===== config.mk =====
export PLATFORM = sky130hd
export DESIGN_NAME = mlp_train_seq
export DESIGN_NICKNAME = d
export VERILOG_FILES = /design/src/rtl/mlp_ox_pkg.sv /design/src/rtl/mlp_sample_ram.sv /design/src/rtl/mlp_train_seq.sv
export SDC_FILE = /design/constraint.sdc
export NUM_CORES = 1
export LEC_CHECK = 0
export ABC_CLOCK_PERIOD_IN_PS = 3200
export CAP_MARGIN = 30
export CORE_ASPECT_RATIO = 0.8
export CORE_MARGIN = 2
export CORE_UTILIZATION = 58
export CTS_CLUSTER_SIZE = 40
export DETAILED_ROUTE_END_ITERATION = 8
export GPL_ROUTABILITY_DRIVEN = 0
export GPL_TIMING_DRIVEN = 0
export PLACE_DENSITY = 0.76
export RECOVER_POWER = 100
export SYNTH_ARGS = -nofsm -noshare
export SYNTH_HDL_FRONTEND = slang
export SYNTH_HIERARCHICAL = 1
export SYNTH_SLANG_ARGS = --single-unit

===== constraint.sdc =====
create_clock -name clk -period 3.2 [get_ports clk]
set_input_delay 0.32 -clock clk [delete_from_list [all_inputs] [get_ports clk]]
set_output_delay 0.32 -clock clk [all_outputs]
set_load 0.1 [all_outputs]

===== src/rtl/mlp_ox_pkg.sv =====
// Shared types and constants for the O/X MLP training sequencer.
package mlp_ox_pkg;

    // Width of one flattened 4x4 pattern, bit r*4+c
    localparam int PAT_W = 16;

    // Reference glyphs: an "O" ring and its "X" complement
    localparam logic [PAT_W-1:0] PAT_O = 16'h6996;
    localparam logic [PAT_W-1:0] PAT_X = 16'h9669;

    // Sequencer states
    typedef enum logic [2:0] {
        ST_IDLE      = 3'd0,
        ST_EVAL      = 3'd1,
        ST_LEARN     = 3'd2,
        ST_SETTLE    = 3'd3,
        ST_NEXT      = 3'd4,
        ST_EPOCH_END = 3'd5,
        ST_DONE      = 3'd6
    } state_e;

    // One labelled training sample; lbl = 1 means the pattern is an O
    typedef struct packed {
        logic [PAT_W-1:0] pat;
        logic             lbl;
    } sample_t;

    // True in the two states where the sample store may be rewritten
    function automatic logic is_rest_state(input state_e s);
        return (s == ST_IDLE) || (s == ST_DONE);
    endfunction

endpackage


===== src/rtl/mlp_sample_ram.sv =====
// Small register file of labelled samples: one synchronous write port,
// one combinational read port. Contents are deliberately not reset.
module mlp_sample_ram
    import mlp_ox_pkg::*;
#(
    parameter int NUM_SAMPLES = 8,
    parameter int AW          = 3
) (
    input  logic          clk,
    input  logic          wr_en_i,
    input  logic [AW-1:0] wr_addr_i,
    input  sample_t       wr_data_i,
    input  logic [AW-1:0] rd_addr_i,
    output sample_t       rd_data_o
);

    // Depth in an AW+1 bit form so the range test never degenerates
    localparam logic [AW:0] DEPTH = (AW + 1)'(NUM_SAMPLES);

    sample_t mem_q [NUM_SAMPLES];

    logic wr_hit;
    logic rd_hit;

    // Addresses beyond the populated depth are neither written nor read
    assign wr_hit = wr_en_i && ({1'b0, wr_addr_i} < DEPTH);
    assign rd_hit = ({1'b0, rd_addr_i} < DEPTH);

    // Store the incoming sample when the write lands inside the table
    always_ff @(posedge clk) begin
        if (wr_hit) begin
            mem_q[wr_addr_i] <= wr_data_i;
        end
    end

    assign rd_data_o = rd_hit ? mem_q[rd_addr_i] : '0;

endmodule


===== src/rtl/mlp_train_seq.sv =====
// Training / evaluation sequencer for the O/X MLP classifier. Presents each
// stored sample, waits out the classifier latency, compares the decision
// with the label, pulses learn on mismatches and repeats whole epochs until
// an error-free epoch or the epoch limit.
module mlp_train_seq
    import mlp_ox_pkg::*;
#(
    parameter int NUM_SAMPLES = 8,
    parameter int AW          = 3,
    parameter int LAT         = 3,
    parameter int MAX_EPOCH   = 15,
    parameter int EW          = 8
) (
    input  logic             clk,
    input  logic             rst,
    input  logic             start,
    input  logic             abort,
    input  logic             samp_we,
    input  logic [AW-1:0]    samp_addr,
    input  logic [PAT_W-1:0] samp_pat,
    input  logic             samp_lbl,
    output logic [PAT_W-1:0] x,
    output logic             is_O,
    output logic             learn,
    input  logic             y_in,
    output logic             busy,
    output logic             done,
    output logic             converged,
    output logic [EW-1:0]    epoch_cnt,
    output logic [AW:0]      err_cnt,
    output logic [AW:0]      last_err_cnt
);

    // Wait counter must reach LAT in EVAL and LAT-1 in SETTLE
    localparam int            CW         = (LAT < 1) ? 1 : $clog2(LAT + 1);
    localparam logic [CW-1:0] EVAL_END   = CW'(LAT);
    localparam logic [CW-1:0] SETTLE_END = CW'(LAT - 1);
    localparam logic [AW-1:0] LAST_IDX   = AW'(NUM_SAMPLES - 1);
    localparam logic [EW-1:0] EPOCH_LIM  = EW'(MAX_EPOCH);

    state_e           state_q;
    logic [AW-1:0]    idx_q;
    logic [CW-1:0]    cnt_q;
    logic [PAT_W-1:0] x_q;
    logic             is_o_q;
    logic             learn_q;
    logic             busy_q;
    logic             done_q;
    logic             conv_q;
    logic [EW-1:0]    epoch_q;
    logic [AW:0]      err_q;
    logic [AW:0]      last_err_q;

    logic [EW-1:0]    epoch_d;
    logic [AW-1:0]    rd_addr_d;
    logic             ram_we;
    sample_t          wr_sample;
    sample_t          rd_sample;

    // ------------------------------------------------------------------
    // Sample store
    // ------------------------------------------------------------------
    assign ram_we    = samp_we && is_rest_state(state_q);
    assign wr_sample = '{pat: samp_pat, lbl: samp_lbl};

    // x is loaded on every entry into EVAL: from NEXT the following
    // sample is wanted, from every other entry point it is sample 0.
    assign rd_addr_d = (state_q == ST_NEXT) ? (idx_q + AW'(1)) : '0;

    mlp_sample_ram #(
        .NUM_SAMPLES (NUM_SAMPLES),
        .AW          (AW)
    ) u_ram (
        .clk       (clk),
        .wr_en_i   (ram_we),
        .wr_addr_i (samp_addr),
        .wr_data_i (wr_sample),
        .rd_addr_i (rd_addr_d),
        .rd_data_o (rd_sample)
    );

    // Saturating epoch increment used at the end of each epoch
    assign epoch_d = (&epoch_q) ? epoch_q : (epoch_q + EW'(1));

    // ------------------------------------------------------------------
    // Sequencer FSM with all outputs registered
    // ------------------------------------------------------------------
    // Single state machine: walks samples, counts errors, manages epochs
    always_ff @(posedge clk or posedge rst) begin
        if (rst) begin
            state_q    <= ST_IDLE;
            idx_q      <= '0;
            cnt_q      <= '0;
            x_q        <= '0;
            is_o_q     <= 1'b0;
            learn_q    <= 1'b0;
            busy_q     <= 1'b0;
            done_q     <= 1'b0;
            conv_q     <= 1'b0;
            epoch_q    <= '0;
            err_q      <= '0;
            last_err_q <= '0;
        end else if (abort) begin
            // Counters are left alone so a debugger can see where it stopped
            state_q <= ST_IDLE;
            learn_q <= 1'b0;
            busy_q  <= 1'b0;
            done_q  <= 1'b0;
        end else begin
            case (state_q)
                ST_IDLE, ST_DONE: begin
                    learn_q <= 1'b0;
                    if (start) begin
                        epoch_q <= '0;
                        err_q   <= '0;
                        idx_q   <= '0;
                        cnt_q   <= '0;
                        done_q  <= 1'b0;
                        conv_q  <= 1'b0;
                        busy_q  <= 1'b1;
                        x_q     <= rd_sample.pat;
                        is_o_q  <= rd_sample.lbl;
                        state_q <= ST_EVAL;
                    end
                end

                ST_EVAL: begin
                    // x has been stable since cnt 0, so y_in is valid at LAT
                    if (cnt_q == EVAL_END) begin
                        cnt_q <= '0;
                        if (y_in != is_o_q) begin
                            err_q   <= err_q + (AW + 1)'(1);
                            learn_q <= 1'b1;
                            state_q <= ST_LEARN;
                        end else begin
                            state_q <= ST_NEXT;
                        end
                    end else begin
                        cnt_q <= cnt_q + CW'(1);
                    end
                end

                ST_LEARN: begin
                    // Single-cycle update strobe; x stays on the same sample
                    learn_q <= 1'b0;
                    cnt_q   <= '0;
                    state_q <= ST_SETTLE;
                end

                ST_SETTLE: begin
                    // Let the weight update drain through the classifier
                    if (cnt_q == SETTLE_END) begin
                        cnt_q   <= '0;
                        state_q <= ST_NEXT;
                    end else begin
                        cnt_q <= cnt_q + CW'(1);
                    end
                end

                ST_NEXT: begin
                    if (idx_q == LAST_IDX) begin
                        state_q <= ST_EPOCH_END;
                    end else begin
                        idx_q   <= idx_q + AW'(1);
                        cnt_q   <= '0;
                        x_q     <= rd_sample.pat;
                        is_o_q  <= rd_sample.lbl;
                        state_q <= ST_EVAL;
                    end
                end

                ST_EPOCH_END: begin
                    last_err_q <= err_q;
                    epoch_q    <= epoch_d;
                    if (err_q == '0) begin
                        conv_q  <= 1'b1;
                        busy_q  <= 1'b0;
                        done_q  <= 1'b1;
                        state_q <= ST_DONE;
                    end else if (epoch_d == EPOCH_LIM) begin
                        conv_q  <= 1'b0;
                        busy_q  <= 1'b0;
                        done_q  <= 1'b1;
                        state_q <= ST_DONE;
                    end else begin
                        err_q   <= '0;
                        idx_q   <= '0;
                        cnt_q   <= '0;
                        x_q     <= rd_sample.pat;
                        is_o_q  <= rd_sample.lbl;
                        state_q <= ST_EVAL;
                    end
                end

                default: begin
                    learn_q <= 1'b0;
                    busy_q  <= 1'b0;
                    state_q <= ST_IDLE;
                end
            endcase
        end
    end

    assign x            = x_q;
    assign is_O         = is_o_q;
    assign learn        = learn_q;
    assign busy         = busy_q;
    assign done         = done_q;
    assign converged    = conv_q;
    assign epoch_cnt    = epoch_q;
    assign err_cnt      = err_q;
    assign last_err_cnt = last_err_q;

endmodule


After elaboration in Yosys (flattened, before gate mapping)
Memory sizes are Yosys's and may differ from the RTL's.
Cells that the tools add are included.
{"block": "classes", "addsub": 4, "bitwise_logic": 1, "n_eq_ne": 25, "reduce_logical": 23, "n_mux": 59}
{"cell": "16-bit 2-to-1 mux", "count": 4}
{"cell": "16-bit case mux with 3 select lines", "count": 1}
{"cell": "3-bit 2-to-1 mux", "count": 13}
{"cell": "4-bit 2-to-1 mux", "count": 5}
{"cell": "1-bit 2-to-1 mux", "count": 18}
{"cell": "3-bit case mux with 6 select lines", "count": 1}
{"cell": "8-bit 2-to-1 mux", "count": 2}
{"cell": "8-bit case mux with 2 select lines", "count": 1}
{"cell": "3-bit != test, second input constant", "count": 5}
{"cell": "3-bit AND reduction", "count": 5}
{"cell": "3-bit == test, second input constant", "count": 4}
{"cell": "2-bit 2-to-1 mux", "count": 6}
{"cell": "2-bit != test, second input constant", "count": 6}
{"cell": "2-bit case mux with 6 select lines", "count": 1}
{"cell": "4-bit case mux with 3 select lines", "count": 1}
{"cell": "6-bit AND reduction", "count": 2}
{"cell": "3-bit case mux with 3 select lines", "count": 1}
{"cell": "3-bit nonzero test", "count": 3}
{"cell": "8-bit by 1-bit adder with 8-bit output, second input constant", "count": 1}
{"cell": "8-bit by 4-bit == test with 1-bit output, second input constant", "count": 1}
{"cell": "8-bit AND reduction", "count": 1}
{"cell": "7-bit AND reduction", "count": 1}
{"cell": "3-bit by 2-bit == test with 1-bit output, second input constant", "count": 2}
{"cell": "1-bit case mux with 2 select lines", "count": 3}
{"cell": "other kinds (21)", "count": 24}
{"block": "totals", "n_memories": 1, "ff_bits": 45, "ramBits": 136, "word_cells": 125, "input_bits": 26, "output_inout_bits": 37}
{"name": "u_ram.mem_q", "words": 8, "word_bits": 17, "read_ports": 1, "rd_clocked_by_memory_dff": 0, "write_ports": 1, "line_no": "mlp_sample_ram.sv:20", "source": "sample_t mem_q [NUM_SAMPLES];"}

Logic depth before layout (Yosys ltp)
Gate-level depths: netlist of the first run.
{"block": "logic_depth", "depth_word": 7, "mapped_depth": 8, "mapped_depth_nobuf": 7}

Modules after synthesis
Netlist of the first run, hierarchy kept.
{"mod": "mlp_sample_ram", "instances": 1, "area_each_um2": 5258.8, "seq_area_each_um2": 4083.9, "cells_each": 210}
{"mod": "mlp_train_seq", "instances": 1, "area_each_um2": 2467.4, "seq_area_each_um2": 1126.1, "cells_each": 231}

Worst setup path after synthesis of the first run
No wires, ideal clock.
{"block": "synth_path", "kind": "reg2reg", "from": "reg epoch_q[0], in the netlist epoch_cnt[0]", "to": "reg is_o_q, in the netlist is_O", "path_slack_ps": 530, "setup_time_ps": 126, "t_arrival_ps": 2545, "t_required_ps": 3074, "synth_period_minus_slack_ps": 2670, "stages_incl_launch_ff": 7, "n_path_buf": 1, "cell_sequence": "dfrtp_1 ha_1 xnor2_1 o31a_4 a21oi_2 buf_6 mux2_4"}
{"block": "synth_between", "elab_chain_len": 5, "elab_cells_between_ends": 6, "cone_classes": "1 x add/sub; 2 x eq/ne; 1 x mux; 2 x reduce/logical"}
{"item": "start: declaration", "line_no": "mlp_train_seq.sv:50", "source": "logic [EW-1:0] epoch_q;"}
{"item": "start signal: assignment", "line_no": "mlp_train_seq.sv:174", "source": "epoch_q <= epoch_d;"}
{"item": "8-bit by 1-bit adder with 8-bit output / 8-bit AND reduction (equally long branches)", "line_no": "mlp_train_seq.sv:83", "source": "assign epoch_d = (&epoch_q) ? epoch_q : (epoch_q + EW'(1));"}
{"item": "8-bit 2-to-1 mux *", "line_no": "mlp_train_seq.sv:83"}
{"item": "8-bit by 4-bit == test with 1-bit output *", "line_no": "mlp_train_seq.sv:180", "source": "end else if (epoch_d == EPOCH_LIM) begin"}
{"item": "2-bit != test (no line) *"}
{"item": "6-bit AND reduction (no line) *"}
{"item": "end signal: assignment", "line_no": "mlp_train_seq.sv:122", "source": "is_o_q <= rd_sample.lbl;"}
{"item": "end signal: assignment", "line_no": "mlp_train_seq.sv:167", "source": "is_o_q <= rd_sample.lbl;"}
{"item": "end signal: assignment", "line_no": "mlp_train_seq.sv:190", "source": "is_o_q <= rd_sample.lbl;"}
{"item": "end: declaration", "line_no": "mlp_train_seq.sv:45", "source": "logic is_o_q;"}
Mark *: on every way between the ends. The rest lies on a longest branch, timed or not.
A chain may end at the register's enable or synchronous reset.

==> results of run 1 <==
-- cell families after synthesis --
kind of cell	Yosys count	share of synthesized area, %
compound gates	65	5.54
xor+xnor	3	0.437
fa+ha+maj	9	1.46
buf+inv	29	2.11
flops	181	67.4
mux	73	17.7
simple gates	81	5.31
-- area by class of cell --
type	count	area [um2]
sequential	181	5210
fill	807	3700
multi-input combinational	231	2330
timing repair buffer	72	677
clock buffer	18	429
tap	175	219
clock inverter	14	195
buffer	19	120
inverter	10	37.5
-- report_power, final --
part / internal [W] / switching, W / total, W
Sequential: 0.00271 / 0.000112 / 0.00282
Clock: 0.00125 / 0.000915 / 0.00217
Combinational: 0.000451 / 0.00128 / 0.00173
Total: 0.00441 / 0.00231 / 0.00672
-- placed cells by master, fill, tap and decap left out, types with 5 or more instances in the layout --
master / n
edfxtp_1: 136
nand3_1: 8
inv_1: 10
mux4_1: 24
mux2_1: 9
a21oi_1: 19
ha_1: 9
nor2_1: 20
clkbuf_16: 17
mux2_2: 16
o22ai_1: 5
mux2_4: 13
a31oi_1: 5
buf_6: 6
clkdlybuf4s50_1: 7
mux4_2: 10
nand2_1: 19
o21ai_0: 12
dlygate4sd3_1: 55
clkbuf_1: 18
nand2b_1: 9
dfrtp_1: 45
-- what timing repair did --
| item | 4_1_cts | 5_1_grt |
|---|---|---|
| hold endpoints to repair | 0 | 0 |
| endpoints found under the setup margin | 2 | 0 |
| resized for setup | 2 | 0 |
-- per-stage QoR --
step	area [um2]	setup TNS (ns)	total power [W]	utilization, %	instances
final	9220	0	0.00672	71.4	720
after floorplan	7730	0	0.00422	-	441
after global placement	8570	-19.82	0.00464	66.3	678
after global routing	9220	0	0.00693	71.4	720
after detailed placement	8730	0	0.00470	67.6	688
after CTS	9360	0	0.00687	72.5	720
-- how the worst max path moves through the flow --
stage / endpoint / cells past startpoint
final: x[10]$_DFFE_PP0P_ / 8
after global routing: x[13]$_DFFE_PP0P_ / 7
after CTS: x[9]$_DFFE_PP0P_ / 7
after detailed placement: x[11]$_DFFE_PP0P_ / 8
after global placement: u_ram/mem_q[0][14]$_DFFE_PP_ / 4
after floorplan: is_O$_DFFE_PP0P_ / 6
-- metal layers --
layer	GRT usage, %	wire, um
met1	33.5	6960
met2	39.9	8070
met3	7.75	1250
met4	7.45	252
met5	0	13
-- flip-flops by register name, summed over array words and instances (netlist names) --
name,flops
u_ram/mem_q,136
is_O,1
learn,1
x,16
cnt_q,2
converged,1
epoch_cnt,8
state_q,3
busy,1
idx_q,3
last_err_cnt,4
done,1
err_cnt,4
-- critical path, cell delays in order (launching register included) --
cell	delay, ns
dfrtp_1	0.41
ha_1	0.21
ha_1	0.26
nor3b_1	0.25
clkbuf_1	0.40
clkbuf_2	0.39
mux4_2	0.37
mux2_1	0.33
mux2_4	0.28
==> impl_metrics.toml, run 1 <==
[status]
status = "complete, but fails checks"
violations = "max-capacitance violations, max-slew violations"

[route]
routed_wl_um = 16600
first_pass_iters = 5
drc = 0
wl_per_cell_um = 23.0
vias = 4489
ant_nets = 0
drt-initial-drc-count = 459
via_per_inst = 6.23

[yosys]
syn_avg_cell_area_um2 = 17.5
synthFlopType = "edfxtp_1"
synth_area_leaders = "edfxtp_1 (53%), dfrtp_1 (15%), mux4_1 (8.2%)"
ys_types = 53
netlist_top_cells_count = "edfxtp_1 (136), dfrtp_1 (45), mux4_1 (24)"
yosysMostFrequentCell = "edfxtp_1"
ys_ff_latch = 181
syn_area_um2 = 7730
synth_edf_count = 136
syn_nets = 476
yosys_warnings = 6
netlist_instances = 441
ys_seq_area_share_pct = 67.4
synth_top_area_share_pct = 52.9
ys_async_sr_fraction_pct = 24.9
synth_top_cell_by_area = "edfxtp_1"

[timing]
fin_hold_ws_ns = 0.352
slew_viol_final = 36
fin_crit_ns = 3.00
rsz0062_at_grt = "false"
setup_viol = 0
worstMarginPinSlew_ns = 2.16
slew-limit-headroom_pct = -44.2
period_share_pct = 93.8
max_freq_ghz = 0.333
setup_slack_ns = 0.200
hold_viol_final = 0
fin_skew_ns = 0.00903

[die]
die_w_um = 133
design.die.area_um2 = 14300
initial_core_util_pct = 59.8
io_pins = 63
core_area_um2 = 12900
row_count = 37
die_h_um = 107

[clock_tree]
cts_root_buf = "clkbuf_16"
cts_setup_buffers = 0
tritoncts = "yes"
htreeDepth = 4
numClockSinks = 181
cts_buffer_depth = 2
hold_buffers = 0
clk_pin_slew_worst_paths_ns = 0.07
clk_latency_ns = 0.43
cts_buffers = 17

[critical_path]
critPathLaunchType = "register"
worstSetupStartpoint = "idx_q[0]$_DFFE_PP0P_"
rr_endpoint = "x[10]$_DFFE_PP0P_"
r2r_start = "idx_q[0]$_DFFE_PP0P_"
required_ns = 3.52
crit_path_end_kind = "register"
critPathMaxFanout = 10
crit_arrival_ns = 3.32
r2r_setup_slack_ns = 0.20
reg2reg_depth = 8
critical_path_class = "register to register"

[global_routing]
grt_first_pass_wirelength_um = 25700
overflow = 0
grt_util_all_layers_pct = 25.0
antenna_found_initial = 1
grt_pass1_vias = 4539
grt_max_degree = 36

[power_and_ir_drop]
cellPowerDensity_nw_per_um2 = 729
peakVddDrop_mv = 0.663
leakage_nw = 3.38

[placement]
portBuffers = 62
dpl.hpwl_um = 10700
pre_cts_slack_ns = 0.0108

[min_path]
hold_class = "input port to asynchronous set/reset pin"

[layout]
antenna_cells = 0
area_growth_pct = 19.3
fin_nets = 567
layout-drive-gt1-share_pct = 15.8

[run]
maxCapViolations = 1
Note: power is estimated with default switching activity, not from simulation.
==> run 2, diff against run 1 <==
--- a/config.mk
+++ b/config.mk
@@ -8,7 +8,7 @@
 export ABC_CLOCK_PERIOD_IN_PS = 3200
 export CAP_MARGIN = 30
 export CORE_ASPECT_RATIO = 0.8
-export CORE_MARGIN = 2
+export CORE_MARGIN = 3
 export CORE_UTILIZATION = 58
 export CTS_CLUSTER_SIZE = 40
 export DETAILED_ROUTE_END_ITERATION = 8
==> impl_metrics.toml, run 2 (synthesis results as in run 1) <==
[layout]
layout-drive-gt1-share_pct = 14.3
layout_commonest_cell = "edfxtp_1"
area_growth_pct = 18.9
antenna_cells = 0
final_area_um2 = 9190
fin_nets = 567
top_register = "u_ram/mem_q"
final_cell_mix = "edfxtp_1 (136), dlygate4sd3_1 (55), dfrtp_1 (45)"
fin_cells = 720
utilization_pct = 70.9
largest_reg_flops = 136

[critical_path]
slowest_stage = "nor2_1"
crit_arrival_ns = 3.09
r2r_setup_slack_ns = 0.18
critPathLaunchType = "register"
critical_path_class = "register to register"
path_buf_inv = 3
path_cells = "clkbuf_1, buf_6, and4b_1, nand2b_1, nor2_1, dlymetal6s2s_1"
critPathMaxFanout = 10
cpLargestDelayFamily = "simple AND/OR/NAND/NOR gates"
cpPeakStageDelay_ns = 0.82
crit_path_end_kind = "register"
required_ns = 3.27

[run]
maxCapViolations = 2

[placement]
dp.cells = 688
pre_cts_slack_ns = -0.0836
dpl.hpwl_um = 10700
placed_cell_area_um2 = 8770
portBuffers = 62

[clock_tree]
cts_buffer_depth = 2
hold_buffers = 0
htreeDepth = 4
cts_setup_buffers = 0
clk_pin_slew_worst_paths_ns = 0.06
tritoncts = "yes"
numClockSinks = 181
clk_latency_ns = 0.45
cts_root_buf = "clkbuf_16"
cts_buffers = 17

[timing]
worstMarginPinSlew_ns = 2.17
setup_slack_ns = 0.178
rsz0062_at_grt = "false"
period_share_pct = 94.4
setup_viol = 0
fin_skew_ns = 0.0172
fin_crit_ns = 3.02
fin_hold_ws_ns = 0.250
slew_viol_final = 50
slew-limit-headroom_pct = -44.4
hold_viol_final = 0
max_freq_ghz = 0.331

[die]
initial_core_util_pct = 59.6
io_pins = 63
die_w_um = 135
row_count = 37
die_h_um = 109
core_area_um2 = 13000
design.die.area_um2 = 14800

[status]
violations = "max-capacitance violations, max-slew violations"
status = "complete, but fails checks"

[global_routing]
grt_max_degree = 40
antenna_found_initial = 1
grt_pass1_vias = 4418
grt_first_pass_wirelength_um = 25500
overflow = 0
grt_util_all_layers_pct = 24.1

[route]
routed_wl_um = 16600
via_per_inst = 6.06
first_pass_iters = 4
wl_per_cell_um = 23.0
ant_nets = 0
vias = 4361
drt-initial-drc-count = 411
drc = 0

[power_and_ir_drop]
cellPowerDensity_nw_per_um2 = 726
leakage_nw = 3.34
peakVddDrop_mv = 0.645

[min_path]
hold_class = "input port to asynchronous set/reset pin"
[run 2: layout make-up]
cell class | count | area [um2]
plain buffers | 19 | 120
clock buffers | 20 | 447
clock inverters | 12 | 168
fillers | 835 | 3770
inverters | 10 | 37.5
multi-input cells | 231 | 2290
flip-flops and latches | 181 | 5210
well taps | 175 | 219
repair buffers | 72 | 697
[run 2: final timing paths]
| kind | cells past startpoint | end | from |
|---|---|---|---|
| max | 6 | u_ram/mem_q[3][16]$_DFFE_PP_ | state_q[0]$_DFFE_PP0P_ |
| min | 2 | epoch_cnt[3]$_DFFE_PP0P_ | rst |
| max reg2reg | 6 | u_ram/mem_q[3][16]$_DFFE_PP_ | state_q[0]$_DFFE_PP0P_ |
| min reg2reg | 2 | last_err_cnt[2]$_DFFE_PP0P_ | last_err_cnt[2]$_DFFE_PP0P_ |
| max in group asynchronous | 3 | x[0]$_DFFE_PP0P_ | rst |
| min in group clk | 2 | last_err_cnt[2]$_DFFE_PP0P_ | last_err_cnt[2]$_DFFE_PP0P_ |
[run 2: what timing repair did]
action                                  4_1_cts  5_1_grt
endpoints found under the setup margin       10       10
gates cloned                                  0        0
gates resized for setup                       1        2
[run 2: worst register-to-register path, delay by kind of cell, from the launching register on]
family,cells,cell delay [ns]
buffers and inverters,3,1.04
DFF,1,0.37
and+or+nand+nor,3,1.24
[run 2: report_power, final]
part	total, W	switching, W	internal [W]
Combinational	0.00168	0.00127	0.000410
Clock	0.00217	0.000898	0.00127
Sequential	0.00282	0.000116	0.00271
[run 2: stage by stage]
step	total power, W	TNS (ns)
floorplan	0.00422	0
global placement	0.00465	-20.84
detailed placement	0.00471	-0.596
CTS	0.00688	0
global route	0.00690	0
finish	0.00667	0
[run 2: layer usage]
metal | up-vias | part of all wire [%] | GRT usage [%]
met4 | 0 | 1.3 | 7.12
met1 | 2218 | 43 | 32.7
met2 | 167 | 50 | 39.0
li1 | 1951 | - | -
met3 | 25 | 6.5 | 6.92
met5 | - | 0 | 0
==> run 3, diff against run 2 <==
--- a/config.mk
+++ b/config.mk
@@ -5,16 +5,18 @@
 export SDC_FILE = /design/constraint.sdc
 export NUM_CORES = 1
 export LEC_CHECK = 0
+export ABC_AREA = 1
 export ABC_CLOCK_PERIOD_IN_PS = 3200
 export CAP_MARGIN = 30
 export CORE_ASPECT_RATIO = 0.8
 export CORE_MARGIN = 3
-export CORE_UTILIZATION = 58
+export CORE_UTILIZATION = 60
 export CTS_CLUSTER_SIZE = 40
 export DETAILED_ROUTE_END_ITERATION = 8
+export DONT_BUFFER_PORTS = 1
 export GPL_ROUTABILITY_DRIVEN = 0
 export GPL_TIMING_DRIVEN = 0
-export PLACE_DENSITY = 0.76
+export PLACE_DENSITY = 0.72
 export RECOVER_POWER = 100
 export SYNTH_ARGS = -nofsm -noshare
 export SYNTH_HDL_FRONTEND = slang
==> impl_metrics.toml, run 3 <==
[global_routing]
overflow = 0
grt_first_pass_wirelength_um = 31800
busiest_layer = "met2"
met2_usage_pct = 40.2
met3_usage_pct = 5.96
grt_pass1_vias = 5940
grt_util_all_layers_pct = 26.6
use_met1_pct = 39.2
grt_max_degree = 31
antenna_found_initial = 0

[yosys]
syn_nets = 971
synth_area_leaders = "edfxtp_1 (48%), nand2_1 (16%), dfrtp_1 (13%)"
ys_async_sr_fraction_pct = 24.9
syn_area_um2 = 8560
synth_edf_count = 136
ys_ff_latch = 181
yosysMostFrequentCell = "nand2_1"
synth_top_cell_by_area = "edfxtp_1"
syn_avg_cell_area_um2 = 9.14
netlist_top_cells_count = "nand2_1 (354), inv_1 (167), edfxtp_1 (136)"
synthFlopType = "edfxtp_1"
ys_seq_area_share_pct = 60.9
netlist_instances = 936
ys_types = 34
yosys_warnings = 6
synth_top_area_share_pct = 47.7

[power_and_ir_drop]
cellPowerDensity_nw_per_um2 = 855
leakage_nw = 4.57
peakVddDrop_mv = 0.705

[critical_path]
critPathLaunchType = "register"
crit_arrival_ns = 3.07
crit_path_end_kind = "register"
critPathMaxFanout = 10
critical_path_class = "register to register"
required_ns = 3.29

[timing]
fin_skew_ns = 0.00556
period_share_pct = 92.9
setup_viol = 0
max_freq_ghz = 0.336
rsz0062_at_grt = "false"
worstMarginPinSlew_ns = 1.73
fin_tns_setup_ns = 0
slew_viol_final = 31
slew-limit-headroom_pct = -15.3
fin_crit_ns = 2.97
fin_hold_ws_ns = 0.0458
hold_viol_final = 0

[clock_tree]
cts_buffer_depth = 2
tritoncts = "yes"
clk_latency_ns = 0.43
numClockSinks = 181
htreeDepth = 4
cts_setup_buffers = 0
cts_resized = 0
clk_pin_slew_worst_paths_ns = 0.07
cts_buffers = 17
cts_root_buf = "clkbuf_16"

[placement]
dpl.hpwl_um = 13300
dp.cells = 1126
portBuffers = 0

[die]
die_w_um = 140
core_area_um2 = 13700
row_count = 38
die_h_um = 113
initial_core_util_pct = 62.3
design.die.area_um2 = 15700
io_pins = 63

[route]
first_pass_iters = 6
drt-initial-drc-count = 572
via_per_inst = 5.29
wl_per_cell_um = 17.1
ant_nets = 0
routed_wl_um = 20200
vias = 6236
drc = 0

[layout]
fill_cells = 1064
layout-drive-gt1-share_pct = 8.32
fin_nets = 1020
antenna_cells = 0
utilization_pct = 69.8
largest_reg_flops = 136
fin_cells = 1178
layout_commonest_cell = "nand2_1"
final_cell_mix = "nand2_1 (363), inv_1 (168), edfxtp_1 (136)"
top_register = "u_ram/mem_q"
area_growth_pct = 12.0

[run]
maxCapViolations = 1

[status]
status = "complete, but fails checks"
violations = "max-capacitance violations, max-slew violations"

[min_path]
hold_class = "input port to register"
[run 3: changes by cell type after synthesis, moves of 6 or more]
cell,before,now
nand2_1,19,354
inv_1,10,167
nand3_1,8,84
mux4_1,24,0
mux2_4,20,0
mux2_2,18,0
a21oi_1,18,3
buf_2,1,15
nor2_1,20,34
nand2_2,0,13
mux4_2,10,0
nand2b_1,9,0
nand4_1,2,9
clkbuf_1,10,4
[run 3: area by class of cell]
cell class	instances	area (um2)	area share, %
inverter	173	649	6.77
buffer	31	206	2.15
multi-input combinational	551	2440	25.5
clock buffer	19	433	4.51
timing repair buffer	30	254	2.65
sequential	181	5210	54.3
clock inverter	13	170	1.77
tap	180	225	2.35
[run 3: repair_timing]
item,4_1_cts,5_1_grt
hold buffers,18,0
setup endpoints to repair,0,0
endpoints found under the hold margin,151,0
[run 3: cells by family (layout without fill, tap and decap cells)]
logic type	Yosys count	in the layout	share of synthesized area, %
adders and majority gates	9	9	1.32
buffers and inverters	204	266	10.0
AOI/OAI and AO/OA	26	26	1.75
and+or+nand+nor	512	512	25.7
xor gates and xnor gates	4	4	0.409
DFF	181	181	60.9
[run 3: routing by layer]
layer  wire, um  part of all wire [%]
met1       9190                    46
met2       8800                    44
met3       1750                   8.7
met4        440                   2.2
met5          0                     0
[run 3: critical path: stages, from the launching register on]
cell and delay, ns:
dfrtp_1 0.46, inv_1 0.17, nand2_1 0.07, nand2_1 0.05
nand2_1 0.16, nor2_1 0.18, nand2_1 0.14, nor2_1 0.93
clkbuf_2 0.47
[run 3: power breakdown]
| group | total, W | internal, W | switching (W) |
|---|---|---|---|
| registers | 0.00409 | 0.00279 | 0.00130 |
| clock network | 0.00214 | 0.00124 | 0.000902 |
| logic | 0.00196 | 0.000609 | 0.00135 |
[run 3: path summary, 6_finish.rpt]
path,cells after the start,slack [ns],endpoint,from
setup / recovery,8,0.23,u_ram/mem_q[1][12]$_DFFE_PP_,state_q[0]$_DFFE_PP0P_
hold / removal,3,0.05,done$_DFFE_PP0P_,abort
max in group asynchronous,3,0.68,state_q[1]$_DFFE_PP0P_,rst
hold reg to reg,2,0.50,idx_q[1]$_DFFE_PP0P_,idx_q[1]$_DFFE_PP0P_
min in group asynchronous,2,0.47,epoch_cnt[1]$_DFFE_PP0P_,rst
setup reg to reg,8,0.23,u_ram/mem_q[1][12]$_DFFE_PP_,state_q[0]$_DFFE_PP0P_
[run 3: through the flow]
step                      cell area [um2]  power (W)  worst slack [ns]
final                                9590    0.00820             0.227
after global routing                 9590    0.00859            0.0515
after CTS                            9750    0.00830             0.327
after detailed placement             8960    0.00612             0.344
after global placement               8780    0.00604             0.165
after floorplan                      8560    0.00553             0.630
